## src/rtl/bcd_pkg.sv

```systemverilog
// bcd_pkg: shared types and constants for the binary-to-BCD converter.
package bcd_pkg;
    localparam int NDIG     = 4;
    localparam int MAX_IN_W = 8;
    localparam int CNT_W    = $clog2(MAX_IN_W + 1);
    typedef logic [3:0] digit_t;
    typedef enum logic [1:0] {IDLE, SHIFT, DONE} state_t;
endpackage

```

## src/rtl/bcd_add3.sv

```systemverilog
// bcd_add3: double-dabble correction, adds 3 to a BCD digit that is 5 or more.
module bcd_add3
    import bcd_pkg::*;
(
    input  digit_t d_i,
    output digit_t q_o
);
    assign q_o = (d_i >= 4'd5) ? d_i + 4'd3 : d_i;
endmodule

```

## src/rtl/bcd_conv.sv

```systemverilog
// bcd_conv: sequential double-dabble binary-to-BCD converter (IN_W cycles per result).
// Define BCD_CONV_SIGNED_EN to enable two's-complement input and the sinal output.
module bcd_conv
    import bcd_pkg::*;
#(
    parameter int IN_W = 8
) (
    input  logic            clk,
    input  logic            rst,
    input  logic            start,
    input  logic [IN_W-1:0] value,
    input  logic            is_signed,
    output logic            busy,
    output logic            done,
    output digit_t          d0,
    output digit_t          d1,
    output digit_t          d2,
    output digit_t          d3,
    output logic            sinal
);
    localparam int BCD_W = 4 * (NDIG - 1);

    state_t state_q, state_d;
    logic [CNT_W-1:0] cnt_q, cnt_d;
    logic [BCD_W-1:0] bcd_q, bcd_d, dig_q, dig_d, sh_bcd;
    logic [IN_W-1:0]  bin_q, bin_d, sh_bin;
    logic [IN_W:0]    mag;
    logic             neg, fin, unused_ok;
    digit_t           adj [NDIG-1];

    for (genvar g = 0; g < NDIG - 1; g++) begin : g_add3
        bcd_add3 u_add3 (.d_i(bcd_q[4*g +: 4]), .q_o(adj[g]));
    end

    // The top digit never exceeds 2 for an 8-bit magnitude, so its MSB is dropped.
    assign sh_bcd = {adj[2][2:0], adj[1], adj[0], bin_q[IN_W-1]};
    assign sh_bin = {bin_q[IN_W-2:0], 1'b0};
    assign mag    = neg ? -{value[IN_W-1], value} : {1'b0, value};
    assign fin    = (state_q == SHIFT) && (cnt_q == CNT_W'(1));

`ifdef BCD_CONV_SIGNED_EN
    logic sign_q, sinal_q;
    assign neg       = is_signed & value[IN_W-1];
    assign sinal     = sinal_q;
    assign unused_ok = ^{mag[IN_W], adj[2][3]};
    always_ff @(posedge clk or negedge rst) begin
        if (!rst) begin
            sign_q  <= 1'b0;
            sinal_q <= 1'b0;
        end else begin
            if (state_q == IDLE && start) sign_q <= neg;
            if (fin) sinal_q <= sign_q;
        end
    end
`else
    assign neg       = 1'b0;
    assign sinal     = 1'b0;
    assign unused_ok = ^{mag[IN_W], adj[2][3], is_signed};
`endif

    always_comb begin
        state_d = state_q;
        cnt_d   = cnt_q;
        bcd_d   = bcd_q;
        bin_d   = bin_q;
        dig_d   = dig_q;
        if (state_q == IDLE && start) begin
            state_d = SHIFT;
            cnt_d   = CNT_W'(IN_W);
            bcd_d   = '0;
            bin_d   = mag[IN_W-1:0];
        end else if (state_q == SHIFT) begin
            bcd_d   = sh_bcd;
            bin_d   = sh_bin;
            cnt_d   = cnt_q - 1'b1;
            state_d = fin ? DONE : SHIFT;
            dig_d   = fin ? sh_bcd : dig_q;
        end else if (state_q == DONE) begin
            state_d = IDLE;
        end
    end

    always_ff @(posedge clk or negedge rst) begin
        if (!rst) begin
            state_q <= IDLE;
            cnt_q   <= '0;
            bcd_q   <= '0;
            bin_q   <= '0;
            dig_q   <= '0;
        end else begin
            state_q <= state_d;
            cnt_q   <= cnt_d;
            bcd_q   <= bcd_d;
            bin_q   <= bin_d;
            dig_q   <= dig_d;
        end
    end

    assign busy = (state_q != IDLE);
    assign done = (state_q == DONE);
    assign d0   = dig_q[3:0];
    assign d1   = dig_q[7:4];
    assign d2   = dig_q[11:8];
    assign d3   = '0;
endmodule

```

## config.mk

```make
export PLATFORM = sky130hd
export DESIGN_NAME = bcd_conv
export DESIGN_NICKNAME = d
export VERILOG_FILES = /design/src/rtl/bcd_pkg.sv /design/src/rtl/bcd_add3.sv /design/src/rtl/bcd_conv.sv
export SDC_FILE = /design/constraint.sdc
export NUM_CORES = 1
export LEC_CHECK = 0
export ABC_AREA = 0
export CAP_MARGIN = 20
export CORE_MARGIN = 4
export CORE_UTILIZATION = 57
export DETAILED_ROUTE_END_ITERATION = 12
export PLACE_DENSITY = 0.84
export SYNTH_ARGS = -nofsm -noshare
export SYNTH_HDL_FRONTEND = slang
export SYNTH_SLANG_ARGS = --single-unit
```

## constraint.sdc

```tcl
create_clock -name clk -period 3.7 [get_ports clk]
set_clock_uncertainty 0.2 [all_clocks]
set_input_delay 0.74 -clock clk [delete_from_list [all_inputs] [get_ports clk]]
set_output_delay 0.74 -clock clk [all_outputs]
set_load 0.01 [all_outputs]
```

# After elaboration in Yosys (flattened, before gate mapping)
# Cells that the tools add are included.
# W data, S select, Z words.
# totals
n_memories	0
mem_bits_ro	0
latchBits	0
out_inout_bits	19
register_bits	38
mem_bits_rw	0
word_cells	36
in_bits	12
# op_classes
n_bitwise	1
mux	13
n_addsub	4
shift	0
eq_ne	3
reduce_logical	7
n_lt_le_gt_ge	3
div_mod_pow	0
n_mul	0
# op_table
operator	n
$mux W12	2
$mux W4	4
$mux W8	2
$ge A4 B3 Y1 const B	3
$add A4 B2 Y4 const B	2
$mux W2	4
$eq A4 B1 Y1 const B	1
$reduce_bool A2 Y1	2
$sub A4 B1 Y4 const B	1
$add A3 B2 Y3 const B	1
$mux W3	1
$reduce_and A3 Y1	1
$reduce_bool A3 Y1	1
$eq A2 B1 Y1 const B	1
$eq A2 B2 Y1 const B	1
$logic_and A1 B1 Y1	2
$logic_not A2 Y1	1
$not A1 Y1	1

# Logic depth before layout (Yosys ltp)
# Gate-level depths: netlist of the first run.
# depth
ltp_word	5
mapped_depth	9
ltp_nobuf	6

# By module
# From an unflattened synthesis of the first run, not the netlist that was laid out.
# hier_totals
cells_unflattened	189
area_unflattened_um2	2045.7
# by_module_without_submodules
mod	seq_area_each_um2	cells_per_inst	area_each_um2	instances
bcd_conv	950.9	141	1741.7	1
bcd_add3	0.0	16	101.3	3

# Worst setup path before layout of the first run
# OpenSTA, ideal clock, no wires.
# synth_path
kind	input-to-reg
start	input port start
end	register dig_q[0]
path_stages	4
arrival_ns	1.666
path_buffers	1
setup_slack_ns	1.709
t_required_ns	3.375
setup_ns	0.125
cell_sequence	and2_4 -> or3_1 -> buf_6 -> mux2_4
# synth_via
elab_chain_cells	3
# synth_rtl
item	line	rtl
start, declared	bcd_conv.sv:10	input logic start,
$logic_and A1 B1 Y1	bcd_conv.sv:67	if (state_q == IDLE && start) begin
$not A1 Y1 (no source line)	--	
$reduce_and A3 Y1 (no source line)	--	
end signal, assigned	bcd_conv.sv:95	dig_q <= dig_d;
end, declared	bcd_conv.sv:25	logic [BCD_W-1:0] bcd_q, bcd_d, dig_q, dig_d, sh_bcd;
# No other way between the ends.
# A chain may end at the register's enable or synchronous reset.

# Worst setup path in the final report of the first run
# Same ends and word-level chain as after synthesis.

==> results of run 1 <==
-- kinds of logic after synthesis --
group	synth area share, %
adders and majority gates	6.81
muxes	7.43
other	0.186
AOI/OAI and AO/OA	14.4
DFF	47.1
buffers and inverters	7.24
xor gates and xnor gates	2.60
and+or+nand+nor	14.2
-- registers in the layout, summed over array words and instances, names as in the netlist --
name and cells:
bcd_q 12, state_q 2, bin_q 8, dig_q 12, cnt_q 4
-- per-layer routing --
metal / global-route usage [%] / share of wire (%)
met5: 0 / 0
met4: 8.10 / 1.3
met3: 4.16 / 4.2
met2: 31.5 / 50
met1: 19.0 / 44
-- area by class of cell --
| cell class | count | area share (%) |
|---|---|---|
| Sequential cell | 38 | 40.5 |
| Multi-Input combinational cell | 146 | 39.9 |
| Timing Repair Buffer | 26 | 10.6 |
| Clock inverter | 2 | 2.56 |
| Tap cell | 46 | 2.45 |
| Clock buffer | 6 | 2.18 |
| Inverter | 11 | 1.76 |
-- through the flow --
step           util [%]  setup slack [ns]  power, mW  instances
2_1_floorplan         -              1.71      0.430        210
3_3_place_gp       66.0             0.777      0.443        267
3_5_place_dp       66.0             0.740      0.444        267
4_1_cts            69.3              1.12      0.806        275
5_1_grt            69.3              1.04      0.830        275
6_report           69.3              1.13      0.803        275
-- worst max-delay path, cell delays in order --
cell and delay (ns):
clkdlybuf4s50_1 0.47, and2_4 0.34, or3_1 0.69, mux2_4 0.35
-- power groups by stage --
stage          clock [mW]  sequential [mW]  combinational [mW]
6_report            0.368            0.415              0.0199
5_1_grt             0.392            0.415              0.0227
4_1_cts             0.371            0.415              0.0205
3_5_place_dp            0            0.423              0.0205
3_3_place_gp            0            0.423              0.0202
2_1_floorplan           0            0.423             0.00622
-- placed cells by master (no fill, tap or decap), types with 5 or more instances in the layout --
cell,instances
nand2_1,27
nor2_1,5
mux2i_1,9
ha_1,11
o21ai_1,21
nor3b_1,5
a21oi_1,16
conb_1,5
dfrtp_1,38
clkdlybuf4s50_1,23
clkbuf_4,5
xnor2_1,5
nand2b_1,5
inv_1,11
-- worst min path at each step --
| stage | start | end | cells after the start |
|---|---|---|---|
| after floorplan | rst | bcd_q[0] | 0 |
| after global placement | dig_q[10] | dig_q[10] | 2 |
| after detailed placement | dig_q[11] | dig_q[11] | 2 |
| after CTS | dig_q[11] | dig_q[11] | 2 |
| after global routing | dig_q[11] | dig_q[11] | 2 |
| final | rst | dig_q[7] | 1 |
==> results.md, run 1 <==
* Clock root buffer: clkbuf_4
* EDFF count, synth at 0
* P_int at between 0.6 and 0.7 mW
* GPL Wtd Cong at 0.812
* Number of global-route vias before repair at 1423
* Antenna diodes at 0
* Drt pass-1 iters at 4
* Top cells by count, synth: 38 x dfrtp_1, 27 x nand2_1, 21 x o21ai_1
* Total Nets Final at 251
* Reg-to-Reg End: dig_q[0]
* Number of gates resized after CTS at 0
* Syn avg cell area at 9.81 sq um
* Clock network power share at 45.8%
* Endpoints failing setup at 0
* Placed Area at 2240 sq um
* Cts hold-fix bufs at 0
* H-tree depth at 2
* Area share of the largest cell type after synthesis at 47.1%
* Final ANT Viol Nets at 0
* Critical path required time at 3.74 ns
* Worst setup EP type: flip-flop
* Core area at 3390 sq um
* DIE HEIGHT at 67.5 microns
* DRT iter0 DRCs at roughly 80
* CTS tree: done
* TNS Setup at 0 ns
* WS Path Type: primary input to flip-flop
* Arrival @ worst endpoint at 2.61 ns
* Worst reg2reg startpoint: state_q[0]
* Clock slew at reported path FFs at 0.12 ns
* Input/output buffers at 24
* Yosys top cell by area: dfrtp_1
* Fmax at slightly below 400 MHz
* PD cells at 342 nW/um^2
* CTS Buf Count at 5
* Sequential cell area at 951 sq um
* Post-synthesis sequential area ratio at about 47%
* Slew @ Worst Pin at 0.823 ns
* Synth area leaders: dfrtp_1 47%, ha_1 6.8%, o21ai_1 5.2%
* Rel. slew slack at a little under half
* Antenna violations before repair at 0
* DRC Markers at 0
* Gr usage total at 17.4%
* Clock Tree Buf Depth at 2
* Syn. warnings at 0
* Hold slack at 0.276 ns
* Pin count of the biggest net entering global routing at 39
* Crit. Startpoint: start
* Boundary Pins at 31
* Primary FF master, synth: dfrtp_1
* Final Hold Viols at 0
* R2R depth at 5
* Via count at around 1500
* Mapped Cells at 206
* Filler cells at roughly 280
* Synth unique cells at 32
* Crit start category: primary input
* Final worst path period share at 69.4%
* Synth async-reset ratio at 100%
* Later-pin clock latency in the skew report at 0.34 ns
* Max Fanout on Critical Path at 30
* DPL Wire Length at roughly 2400 microns
* Min Tclk post-route at 2.57 ns
* Total wire length at 3520 microns
* Slew Limit Fails at 0
* Core Rows at 21
* Max_cap viols at 0
* Critical path capture point: dig_q[0]
* Die area at 4560 sq um
* Status: finished clean
* Initial Util at 59.6%
* First-pass GRT wire length at 5910 microns
* Final instance area at 2350 sq um
* Clock sinks at 38
* Ratio of cells with drive above 1 in the final layout at ~8.7%
* Max VDD drop at 265 uV
* Synthesized flop and latch total at 38
* Post-CTS Setup Bufs at 0
* Leakage at 1.02 nW
* Hold WC Path Type: primary input to async pin
* Routed length per instance at between 10 and 15 microns
* P&R area growth vs syn at 16.3%
* NetSw at 0.150 mW
* Net Sw Frac at approximately a fifth
* FF-to-FF setup slack at 1.31 ns
* Sequential Power Share at 51.7%
* Multi-input logic area at 938 sq um
* Vias per Instance at roughly 5.3
* Die Wd at 67.5 microns
* Unrepaired setup endpoints after global routing: no
* Gate power share at 2.5%
* Top-count cell post-synth: dfrtp_1
* Grt total ovfl at 0
* Cell Area, Synth at 2020 sq um
Note: power is estimated with default switching activity, not from simulation.
==> run 2: changes to the inputs <==
--- a/config.mk
+++ b/config.mk
@@ -8,9 +8,9 @@
 export ABC_AREA = 0
 export CAP_MARGIN = 20
 export CORE_MARGIN = 4
-export CORE_UTILIZATION = 57
+export CORE_UTILIZATION = 53
 export DETAILED_ROUTE_END_ITERATION = 12
-export PLACE_DENSITY = 0.84
+export PLACE_DENSITY = 0.79
 export SYNTH_ARGS = -nofsm -noshare
 export SYNTH_HDL_FRONTEND = slang
 export SYNTH_SLANG_ARGS = --single-unit
==> constraint.sdc (replaced) <==
create_clock -name clk -period 2.6 [get_ports clk]
set_clock_uncertainty 0.2 [all_clocks]
set_input_delay 0.52 -clock clk [delete_from_list [all_inputs] [get_ports clk]]
set_output_delay 0.52 -clock clk [all_outputs]
set_load 0.01 [all_outputs]
==> results.md, run 2 (synthesis results as in run 1) <==
* Status: finished clean
* Clock root buffer: clkbuf_8
* DRC Markers at 0 (unchanged)
* Most frequent cells in the layout: 38 x dfrtp_1, 27 x nand2_1, 23 x clkdlybuf4s50_1
* Final worst path period share at 86.5%
* Routed length per instance at 12.5 microns (-1.9%)
* Via count at 1441 (-1.2%)
* Total wire length at 3500 microns (-0.43%)
* Initial Util at 55.2% (-4.4 points)
* DRT iter0 DRCs at 87 (+7.4%)
* Commonest non-fill, non-tap cell in the layout: dfrtp_1
* Gr usage total at 14.9% (-2.5 points)
* WS Path Type: flip-flop to output pin
* Arrival @ worst endpoint at 1.53 ns (-1.08 ns)
* Rel. slew slack at 44.5% (-0.59 points)
* Core Rows at 22 (+4.8%)
* Hold WC Path Type: primary input to async pin
* Fmax at 445 MHz
* P&R area growth vs syn at 17.0%
* Die Wd at 69.7 microns (+3.3%)
* CTS Buf Count at 5 (unchanged)
* First-pass GRT wire length at 5730 microns (-2.9%)
* Final Hold Viols at 0 (unchanged)
* Filler cells at 307 (+9.3%)
* Top flop regs: bcd_q (12), dig_q (12), bin_q (8)
* Max VDD drop at 305 uV (+15%)
* Final core utilization at 64.6% (-4.7 points)
* Crit start category: flip-flop
* Grt total ovfl at 0 (unchanged)
* Vias per Instance at 5.16 (-2.6%)
* Input/output buffers at 24 (unchanged)
* Cts hold-fix bufs at 0 (unchanged)
* Hold slack at 0.118 ns (-0.158 ns)
* DPL Wire Length at 2420 microns (-0.29%)
* GPL Wtd Cong at 0.802 (-1.2%)
* Antenna violations before repair at 0 (unchanged)
* Max Fanout on Critical Path at 3 (-90%)
* DIE HEIGHT at 69.7 microns (+3.3%)
* Die area at 4860 sq um (+6.6%)
* Leakage at 1.03 nW (+0.89%)
* Antenna diodes at 0 (unchanged)
* PD cells at 470 nW/um^2 (+38%)
* TNS Setup at 0 ns (unchanged)
* Clock slew at reported path FFs at 0.08 ns (-0.04 ns)
* Later-pin clock latency in the skew report at 0.29 ns (-0.05 ns)
* Total Nets Final at 253 (+0.80%)
* Drt pass-1 iters at 4 (unchanged)
* Worst setup EP type: output pin
* Endpoints failing setup at 0 (unchanged)
* H-tree depth at 2 (unchanged)
* Clock Tree Buf Depth at 2 (unchanged)
* Number of gates resized after CTS at 0 (unchanged)
* Unrepaired setup endpoints after global routing: no
* CTS tree: done
* Critical path required time at 1.88 ns (-1.86 ns)
* Final ANT Viol Nets at 0 (unchanged)
* Number of global-route vias before repair at 1286 (-9.6%)
* Core area at 3660 sq um (+8.0%)
* Max_cap viols at 0 (unchanged)
* Slew @ Worst Pin at 0.832 ns (+0.00886 ns)
* Slew Limit Fails at 0 (unchanged)
* Pin count of the biggest net entering global routing at 39 (unchanged)
* Post-CTS Setup Bufs at 0 (unchanged)
* Clock sinks at 38 (unchanged)
* Ratio of cells with drive above 1 in the final layout at 9.52% (+0.79 points)
* Min Tclk post-route at between 2 and 2.5 ns
* Boundary Pins at 31 (unchanged)
==> run 2: worst paths after layout <==
path | startpoint | slack (ns) | end | cells after the start
max | state_q[0] | 0.35 | busy | 4
min | rst | 0.12 | dig_q[8] | 1
max reg2reg | state_q[0] | 0.64 | dig_q[11] | 7
min reg2reg | dig_q[6] | 0.28 | dig_q[6] | 2
max in group asynchronous | rst | 1.55 | bin_q[5] | 1
min in group clk | dig_q[6] | 0.28 | dig_q[6] | 2
==> run 2: critical path, cell delays in order, from the launching register on <==
cell	delay, ns
dfrtp_1	0.36
inv_1	0.07
ha_1	0.23
inv_1	0.06
clkdlybuf4s50_1	0.52
==> run 2: routing by layer <==
layer | vias up | wire length [microns] | global-route usage (%)
met3 | 6 | 157 | 5.22
met5 | - | 0 | 0
li1 | 746 | - | -
met1 | 665 | 1580 | 18.0
met4 | 0 | 42 | 4.89
met2 | 24 | 1720 | 24.8
==> run 2: stage by stage <==
stage | total power [mW] | cells | instance area [sq um] | setup slack [ns]
4_1_cts | 1.13 | 279 | 2360 | 0.337
6_report | 1.11 | 279 | 2360 | 0.351
2_1_floorplan | 0.611 | 210 | 2040 | 0.751
3_3_place_gp | 0.631 | 271 | 2260 | 0.340
3_5_place_dp | 0.631 | 271 | 2260 | 0.326
5_1_grt | 1.15 | 279 | 2360 | 0.260
==> run 2: where the power goes <==
part / internal, mW / switching [mW]
Sequential: 0.591 / 0
Combinational: 0.0123 / 0.0159
Clock: 0.282 / 0.210
==> run 2: area by class of cell <==
class / instances / area (sq um) / share of cell area, %
clock buffer: 5 / 68.8 / 2.91
clock inverter: 3 / 40.0 / 1.69
inverter: 11 / 41.3 / 1.75
multi-input combinational: 146 / 938 / 39.7
sequential: 38 / 951 / 40.2
tap: 48 / 60.1 / 2.54
timing repair buffer: 28 / 265 / 11.2
